$ cat src/rtl/btn_event_if.sv
`default_nettype none
// ============================================================================
//  Module      : btn_event_if
//  Description : Signal bundle between a button-event consumer and the
//                btn_event block. The master drives the debounced level and
//                the count clear; the slave (btn_event) returns the event
//                pulses, hold status and the BCD event count.
//  Signals     : i_in         debounced level, 1 = pressed
//                i_clr        synchronous clear of the event count
//                o_press      one-cycle press pulse
//                o_release    one-cycle release pulse
//                o_long_press one-cycle pulse when the hold becomes long
//                o_rpt        one-cycle auto-repeat pulse
//                o_held       button is being held (any non-idle state)
//                o_is_long    hold has passed the long-press threshold
//                o_count      4-digit BCD event count
//  Revision    : 1.0 - initial release
// ============================================================================
interface btn_event_if;
  logic        i_in;
  logic        i_clr;
  logic        o_press;
  logic        o_release;
  logic        o_long_press;
  logic        o_rpt;
  logic        o_held;
  logic        o_is_long;
  logic [15:0] o_count;

  modport master (
    output i_in, i_clr,
    input  o_press, o_release, o_long_press, o_rpt, o_held, o_is_long, o_count
  );

  modport slave (
    input  i_in, i_clr,
    output o_press, o_release, o_long_press, o_rpt, o_held, o_is_long, o_count
  );
endinterface
`default_nettype wire

$ cat src/rtl/btn_event.sv
`default_nettype none
// ============================================================================
//  Module      : btn_event
//  Description : Turns a debounced button level into discrete events: press
//                and release pulses, a long-press pulse after LONG_CYCLES of
//                hold, and auto-repeat pulses every REPEAT_CYCLES afterwards.
//                Press and repeat events advance a 4-digit BCD counter.
//  Ports       : clk  system clock, rising edge
//                r_n  asynchronous active-low reset
//                bus  btn_event_if slave modport (level/clear in, events out)
//  Parameters  : LONG_CYCLES   hold cycles after the press edge before the
//                              long-press pulse (>= 2)
//                REPEAT_CYCLES cycles between repeat pulses once long (>= 2)
//  Revision    : 1.0 - initial release
// ============================================================================
module btn_event #(
  parameter int LONG_CYCLES   = 50000000,
  parameter int REPEAT_CYCLES = 12500000
) (
  input  wire logic    clk,
  input  wire logic    r_n,
  btn_event_if.slave   bus
);

  localparam int c_MAX_CYC = (LONG_CYCLES > REPEAT_CYCLES) ? LONG_CYCLES : REPEAT_CYCLES;
  localparam int c_HW      = (c_MAX_CYC > 1) ? $clog2(c_MAX_CYC) : 1;

  localparam logic [c_HW-1:0] c_LONG_LAST = c_HW'(LONG_CYCLES - 1);
  localparam logic [c_HW-1:0] c_RPT_LAST  = c_HW'(REPEAT_CYCLES - 1);
  localparam logic [c_HW-1:0] c_HONE      = c_HW'(1);

  typedef enum logic [1:0] {
    S_IDLE    = 2'd0,
    S_PRESSED = 2'd1,
    S_LONG    = 2'd2
  } state_t;

  state_t          r_state;
  state_t          w_state_nxt;
  logic [c_HW-1:0] r_hcnt;
  logic [c_HW-1:0] w_hcnt_nxt;

  logic            r_press,      w_press_nxt;
  logic            r_release,    w_release_nxt;
  logic            r_long_press, w_long_nxt;
  logic            r_rpt,        w_rpt_nxt;
  logic            r_held;
  logic            r_is_long;
  logic            w_inc;
  logic [15:0]     r_count;
  logic [15:0]     w_count_nxt;

  // Ripple BCD increment; any digit at 9 (or an impossible A-F) rolls to 0
  // and carries, so 9999 wraps to 0000.
  function automatic logic [15:0] f_bcd_inc(input logic [15:0] v);
    logic [15:0] res;
    logic        carry;
    res   = v;
    carry = 1'b1;
    for (int d = 0; d < 4; d++) begin
      if (carry) begin
        if (v[d*4 +: 4] >= 4'd9) begin
          res[d*4 +: 4] = 4'd0;
        end else begin
          res[d*4 +: 4] = v[d*4 +: 4] + 4'd1;
          carry         = 1'b0;
        end
      end
    end
    return res;
  endfunction

  // Next-state and event decode. Release always takes priority over the
  // threshold checks because in=0 is tested first in every held state.
  always_comb begin
    w_state_nxt   = r_state;
    w_hcnt_nxt    = r_hcnt;
    w_press_nxt   = 1'b0;
    w_release_nxt = 1'b0;
    w_long_nxt    = 1'b0;
    w_rpt_nxt     = 1'b0;
    w_inc         = 1'b0;
    case (r_state)
      S_IDLE: begin
        if (bus.i_in) begin
          w_state_nxt = S_PRESSED;
          w_press_nxt = 1'b1;
          w_hcnt_nxt  = '0;
          w_inc       = 1'b1;
        end
      end
      S_PRESSED: begin
        if (!bus.i_in) begin
          w_state_nxt   = S_IDLE;
          w_release_nxt = 1'b1;
          w_hcnt_nxt    = '0;
        end else if (r_hcnt == c_LONG_LAST) begin
          w_state_nxt = S_LONG;
          w_long_nxt  = 1'b1;
          w_hcnt_nxt  = '0;
        end else begin
          w_hcnt_nxt = r_hcnt + c_HONE;
        end
      end
      S_LONG: begin
        if (!bus.i_in) begin
          w_state_nxt   = S_IDLE;
          w_release_nxt = 1'b1;
          w_hcnt_nxt    = '0;
        end else if (r_hcnt == c_RPT_LAST) begin
          w_rpt_nxt  = 1'b1;
          w_inc      = 1'b1;
          w_hcnt_nxt = '0;
        end else begin
          w_hcnt_nxt = r_hcnt + c_HONE;
        end
      end
      default: begin
        w_state_nxt = S_IDLE;
        w_hcnt_nxt  = '0;
      end
    endcase
  end

  // Clear beats a same-edge increment.
  always_comb begin
    w_count_nxt = r_count;
    if (bus.i_clr) begin
      w_count_nxt = 16'h0000;
    end else if (w_inc) begin
      w_count_nxt = f_bcd_inc(r_count);
    end
  end

  always_ff @(posedge clk or negedge r_n) begin
    if (!r_n) begin
      r_state      <= S_IDLE;
      r_hcnt       <= '0;
      r_press      <= 1'b0;
      r_release    <= 1'b0;
      r_long_press <= 1'b0;
      r_rpt        <= 1'b0;
      r_held       <= 1'b0;
      r_is_long    <= 1'b0;
      r_count      <= 16'h0000;
    end else begin
      r_state      <= w_state_nxt;
      r_hcnt       <= w_hcnt_nxt;
      r_press      <= w_press_nxt;
      r_release    <= w_release_nxt;
      r_long_press <= w_long_nxt;
      r_rpt        <= w_rpt_nxt;
      // Status flags are registered from the next state so they line up
      // with the state register and stay glitch-free.
      r_held       <= (w_state_nxt != S_IDLE);
      r_is_long    <= (w_state_nxt == S_LONG);
      r_count      <= w_count_nxt;
    end
  end

  assign bus.o_press      = r_press;
  assign bus.o_release    = r_release;
  assign bus.o_long_press = r_long_press;
  assign bus.o_rpt        = r_rpt;
  assign bus.o_held       = r_held;
  assign bus.o_is_long    = r_is_long;
  assign bus.o_count      = r_count;

endmodule
`default_nettype wire

$ cat src/flat_wrapper.sv
// flat-port wrapper written by rule: the top's interface ports become plain ports
module btn_event_flat 
#(
  parameter int LONG_CYCLES   = 50000000,
  parameter int REPEAT_CYCLES = 12500000
)
  (clk, r_n, bus_i_in, bus_i_clr, bus_o_press, bus_o_release, bus_o_long_press, bus_o_rpt, bus_o_held, bus_o_is_long, bus_o_count);
  btn_event_if bus_i ();
  input  wire logic clk;
  input  wire logic r_n;
  input wire logic [$bits(bus_i.i_in)-1:0] bus_i_in;
  input wire logic [$bits(bus_i.i_clr)-1:0] bus_i_clr;
  output wire logic [$bits(bus_i.o_press)-1:0] bus_o_press;
  output wire logic [$bits(bus_i.o_release)-1:0] bus_o_release;
  output wire logic [$bits(bus_i.o_long_press)-1:0] bus_o_long_press;
  output wire logic [$bits(bus_i.o_rpt)-1:0] bus_o_rpt;
  output wire logic [$bits(bus_i.o_held)-1:0] bus_o_held;
  output wire logic [$bits(bus_i.o_is_long)-1:0] bus_o_is_long;
  output wire logic [$bits(bus_i.o_count)-1:0] bus_o_count;
  assign bus_i.i_in = bus_i_in;
  assign bus_i.i_clr = bus_i_clr;
  assign bus_o_press = bus_i.o_press;
  assign bus_o_release = bus_i.o_release;
  assign bus_o_long_press = bus_i.o_long_press;
  assign bus_o_rpt = bus_i.o_rpt;
  assign bus_o_held = bus_i.o_held;
  assign bus_o_is_long = bus_i.o_is_long;
  assign bus_o_count = bus_i.o_count;
  btn_event #(.LONG_CYCLES(LONG_CYCLES), .REPEAT_CYCLES(REPEAT_CYCLES)) u_core (.clk(clk), .r_n(r_n), .bus(bus_i));
endmodule
$ cat config.mk
export PLATFORM = sky130hd
export DESIGN_NAME = btn_event_flat
export DESIGN_NICKNAME = d
export VERILOG_FILES = /design/src/rtl/btn_event_if.sv /design/src/rtl/btn_event.sv /design/src/flat_wrapper.sv
export SDC_FILE = /design/constraint.sdc
export NUM_CORES = 1
export LEC_CHECK = 0
export BUFFER_PORTS_ARGS = -buffer_cell sky130_fd_sc_hd__buf_2
export CORE_ASPECT_RATIO = 1.4
export CORE_UTILIZATION = 43
export DETAILED_ROUTE_END_ITERATION = 6
export MAX_ROUTING_LAYER = met4
export SETUP_SLACK_MARGIN = 0.3
export SLEW_MARGIN = 10
export SYNTH_ARGS = -nofsm -noshare
export SYNTH_HDL_FRONTEND = slang
export SYNTH_SLANG_ARGS = --single-unit
$ cat constraint.sdc
create_clock -name clk -period 3.4 [get_ports clk]
set_input_delay 0.34 -clock clk [delete_from_list [all_inputs] [get_ports clk]]
set_output_delay 0.34 -clock clk [all_outputs]
set_load 0.005 [all_outputs]
* Word-level counts from Yosys, hierarchy flattened
Cells that the tools add are included.
Storage, ports and cells: logic and storage cells 79, register bits 50, output and inout port bits 22
Cells by class: reduce and logical (&&, ||, !) cells 10, mux-type cells 42, magnitude comparators 4, eq/ne operators 6, add/subtract/negate cells 5
Operators with widths (number):
- $mux W26 | 5
- $pmux W26 S3 | 1
- $mux W16 | 2
- $mux W4 | 7
- $add A26 B1 Y26 const B | 1
- $eq A26 B24 Y1 const B | 1
- $eq A26 B26 Y1 const B | 1
- $mux W1 | 21
- $add A4 B1 Y4 const B | 4
- $ge A4 B4 Y1 const B | 4
- $reduce_bool A2 Y1 | 5
- $mux W2 | 4
- $pmux W2 S3 | 1
- $reduce_and A2 Y1 | 3
- $eq A2 B2 Y1 const B | 2
- $eq A2 B1 Y1 const B | 1
- $logic_not A2 Y1 | 1
- $ne A2 B2 Y1 const B | 1
- $pmux W1 S2 | 1
- $reduce_or A2 Y1 | 1

* Depth between registers and ports, before layout
depth in word-level cells 15, mapped depth 9

* Worst setup path before layout
Ideal clock, no wire load.
kind register to register, start reg u_core.r_hcnt[5], end reg u_core.r_hcnt[0], buffers on the path 2, arrival 2.231 ns, library setup time 0.125 ns, path slack 1.044 ns, period minus slack after synthesis 2.356 ns, cell stages (with the launch flop) 8, cells stage by stage dfrtp_1 > buf_6 > or4_1 > or4_4 > o21ai_2 > a21oi_2 > buf_6 > mux2_2
On the way: longest elaborated chain between the ends 4, elaborated cells on any way between the ends 7
RTL lines:
- start: declaration | line btn_event.sv:40 | logic [c_HW-1:0] r_hcnt;
- start signal: assignment | line btn_event.sv:148 | r_hcnt <= w_hcnt_nxt;
- $eq A26 B24 Y1 / $eq A26 B26 Y1 (equally long branches) | line btn_event.sv:110, btn_event.sv:97
- $mux W26 (on tied branches) | line btn_event.sv:110, btn_event.sv:97
- $mux W26 (on tied branches) | line btn_event.sv:106, btn_event.sv:93
- $pmux W26 S3 (*) | line btn_event.sv:83 | case (r_state)
Every way passes the cells marked *; elsewhere a longest branch is shown, timed or not. A chain may end at the register's enable or synchronous reset.

* Worst setup path after layout
start reg u_core.r_hcnt[0], end reg u_core.r_hcnt[3]
On the way: longest elaborated chain between the ends 4, elaborated cells on any way between the ends 8
RTL lines (line):
- $add A26 B1 Y26 (tied with other cells) | btn_event.sv:102, btn_event.sv:115
- $mux W26 (on tied branches) | btn_event.sv:110, btn_event.sv:97
- $mux W26 (on tied branches) | btn_event.sv:106, btn_event.sv:93
- $pmux W26 S3 (*) | btn_event.sv:83
Marked as above.

==> key figures <==
Run status
  – Run status: complete, but fails checks
  – Violated checks: DRC

Clocking
  – CTS tree: yes
  – Maximum buffer depth of the clock tree: 2
  – H-tree depth: 2
  – Root Buffer: clkbuf_8
  – Num CTS Buffers: 5
  – Clock-pin slew on the worst setup and hold paths: 0.10 ns
  – Clock Latency Late Sink: 0.31 ns
  – CTS resizes: 0
  – Cts hold-fix bufs: 0
  – CTS sink count: 50
  – # Post-CTS Setup Buffers: 0

Floorplan
  – Die ar.: 0.00708 mm2
  – I/O pins: 26
  – Initial core utilization: 0.441
  – Die X: 71.4 um
  – # rows: 35
  – Die Y: 99.1 um
  – Core Area: 0.00657 mm2

Timing
  – RSZ-0062 raised after global routing: no
  – Fmax: 0.350 GHz
  – Setup TNS: 0 ns
  – Hold WS: 0.121 ns
  – Clock skew: 0.0123 ns
  – Crit share post-route: 0.841
  – Final Slew Violations: 0
  – Final setup fails: 0
  – Hold Fails Final Rpt: 0
  – Slew @ Worst Pin: 0.841 ns
  – Fin crit period: 2.86 ns
  – Slew margin rel.: 0.439

Critical path
  – Setup crit end kind: register
  – CP required: 3.60 ns
  – CP Data Arrival Time: 3.06 ns
  – Nature of the critical path startpoint: register
  – Crit Path Category: register to register
  – R2R Setup Slk: 0.54 ns
  – CP max FO: 23

Synth
  – Distinct cells, synth: 49
  – Top_reg_cell synth: dfrtp_1
  – Asr flop ratio synth: 1.00
  – Avg Inst Size Synth: 9.11 um2
  – Most frequent cells after synthesis: 50 x dfrtp_1, 31 x nand2_1, 22 x a21oi_1
  – Post-synth top area share: 0.432
  – Syn_nets: 339
  – #FFs+latches synth: 50
  – EDFF count, synth: 0
  – Sequential fraction of the synthesis area: 0.432
  – Warnings, synthesis: 0
  – Post-Syn Instances: 318
  – Top cells by area, synth: dfrtp_1 43%, ha_1 7.3%, a31oi_1 4.1%
  – Mapped Area: 0.00290 mm2
  – Count leader, synth: dfrtp_1
  – Cell taking the most area after synthesis: dfrtp_1

Drt
  – Average routed wire per standard cell: 14.9 um
  – Vias/cell: 5.88
  – Antenna viol nets, final: 0
  – Router iterations before antenna repair: 6
  – Initial DRC Count: 91
  – Post-route DRC: 8
  – Final wirelength: 6100 um
  – DR vias: 2,412

Power
  – VDD IR max: 0.192 mV
  – Sw frac: 0.348
  – Reg power frac: 0.484
  – Total power: 0.00150 W
  – Clk pwr share: 0.229
  – Static leakage power: 1.40 nW
  – PwrDens: 480 mW/mm2
  – Switching pwr: 0.000523 W
  – Logic pwr share: 0.286
  – P_int: 0.000981 W

Global route
  – Grt ovf: 0
  – Largest net degree at the start of global routing: 39
  – All-Layer GR Usage: 0.190
  – Vias in the first global route: 2,175
  – First-pass GRT wire length: 10,400 um
  – Initial antenna violation count: 0

Finish
  – Fillers: 632
  – FF+latch area: 0.00125 mm2
  – N_diodes: 0
  – Syn-to-layout area delta: 8.20%
  – Layout Nets: 357
  – Multi-input gate area: 0.00149 mm2
  – Share of cells above drive strength 1: 0.155

Hold path
  – Min-Delay Path Class: input pin to asynchronous set/reset pin

Run
  – Max_cap viols: 0

Placement
  – Final GP Congestion: 0.891
  – Post-DP HPWL: 4310 um
  – Port bufs: 25
-- layer usage --
| metal | global-route usage | part of all wire | vias up |
|---|---|---|---|
| met1 | 0.231 | 0.45 | 1175 |
| met2 | 0.319 | 0.51 | 38 |
| met3 | 0.0274 | 0.027 | 12 |
| met4 | 0.0708 | 0.017 | 0 |
| met5 | - | 0 | - |
| li1 | - | - | 1187 |
-- final cells by class --
cell class / count / share of cell area
Clock buffer: 5 / 0.0219
Clock inverter: 2 / 0.00479
Inverter: 20 / 0.0239
Multi-Input combinational cell: 231 / 0.474
Sequential cell: 50 / 0.399
Tap cell: 74 / 0.0295
Timing Repair Buffer: 28 / 0.0471
-- metrics by stage --
stage	util	worst slack, ns	cell area (um2)	instances
after floorplan	-	1.04	2900	318
after global routing	0.477	0.315	3140	410
after CTS	0.476	0.509	3130	410
final	0.477	0.540	3140	410
after global placement	0.463	0.616	3040	403
after detailed placement	0.463	0.531	3040	403
-- cell families (layout without fill, tap and decap cells) --
family / Yosys count / count (layout) / share of synthesized area
AOI/OAI and AO/OA: 88 / 88 / 0.193
xor gates and xnor gates: 2 / 2 / 0.00605
adders and majority gates: 17 / 17 / 0.0734
buffers and inverters: 37 / 55 / 0.0583
DFF: 50 / 50 / 0.432
muxes: 1 / 1 / 0.00389
and+or+nand+nor: 123 / 123 / 0.233
-- placed cells by master (no fill, tap or decap), drive strengths merged, types with 6 or more instances in the layout --
cell / synthesis / final
dfrtp: 50 / 50
inv: 20 / 20
ha: 17 / 17
buf: 10 / 28
o21ai: 23 / 23
a21oi: 23 / 23
nor2b: 7 / 7
a41oi: 6 / 6
a31oi: 19 / 19
nand2: 31 / 31
nand3: 17 / 17
nand4: 10 / 10
nor2: 18 / 18
-- worst max-delay path, stage by stage (launching register included) --
cell,delay [ns]
dfrtp_1,0.40
ha_1,0.27
and4_1,0.31
nand3_1,0.24
o41ai_2,0.62
a21oi_4,0.27
buf_4,0.29
a21o_1,0.17
a22o_1,0.17
-- registers in the layout (all words and copies together), names as in the netlist --
| signal | count |
|---|---|
| u_core.bus.o_count | 16 |
| u_core.bus.o_held | 1 |
| u_core.bus.o_is_long | 1 |
| u_core.bus.o_long_press | 1 |
| u_core.bus.o_press | 1 |
| u_core.bus.o_release | 1 |
| u_core.bus.o_rpt | 1 |
| u_core.r_hcnt | 26 |
| u_core.r_state | 2 |
-- power groups by stage --
stage          logic (W)  registers, W  clock network, W
3_3_place_gp    0.000422      0.000741                 0
3_5_place_dp    0.000431      0.000742                 0
2_1_floorplan   0.000307      0.000735                 0
6_report        0.000431      0.000728          0.000345
4_1_cts         0.000432      0.000730          0.000357
5_1_grt         0.000501      0.000742          0.000380
-- path summary, 6_finish.rpt --
path | from | endpoint | depth (start not counted)
min in group clk | bus_i_in | u_core.bus.o_release$_DFF_PN0_ | 2
max | u_core.r_hcnt[0]$_DFFE_PN0P_ | u_core.r_hcnt[3]$_DFFE_PN0P_ | 8
max in group asynchronous | r_n | u_core.r_hcnt[2]$_DFFE_PN0P_ | 2
max reg2reg | u_core.r_hcnt[0]$_DFFE_PN0P_ | u_core.r_hcnt[3]$_DFFE_PN0P_ | 8
min | r_n | u_core.bus.o_count[14]$_DFFE_PN0P_ | 1
min reg2reg | u_core.bus.o_count[15]$_DFFE_PN0P_ | u_core.bus.o_count[15]$_DFFE_PN0P_ | 1
Note: power is estimated with default switching activity, not from simulation.
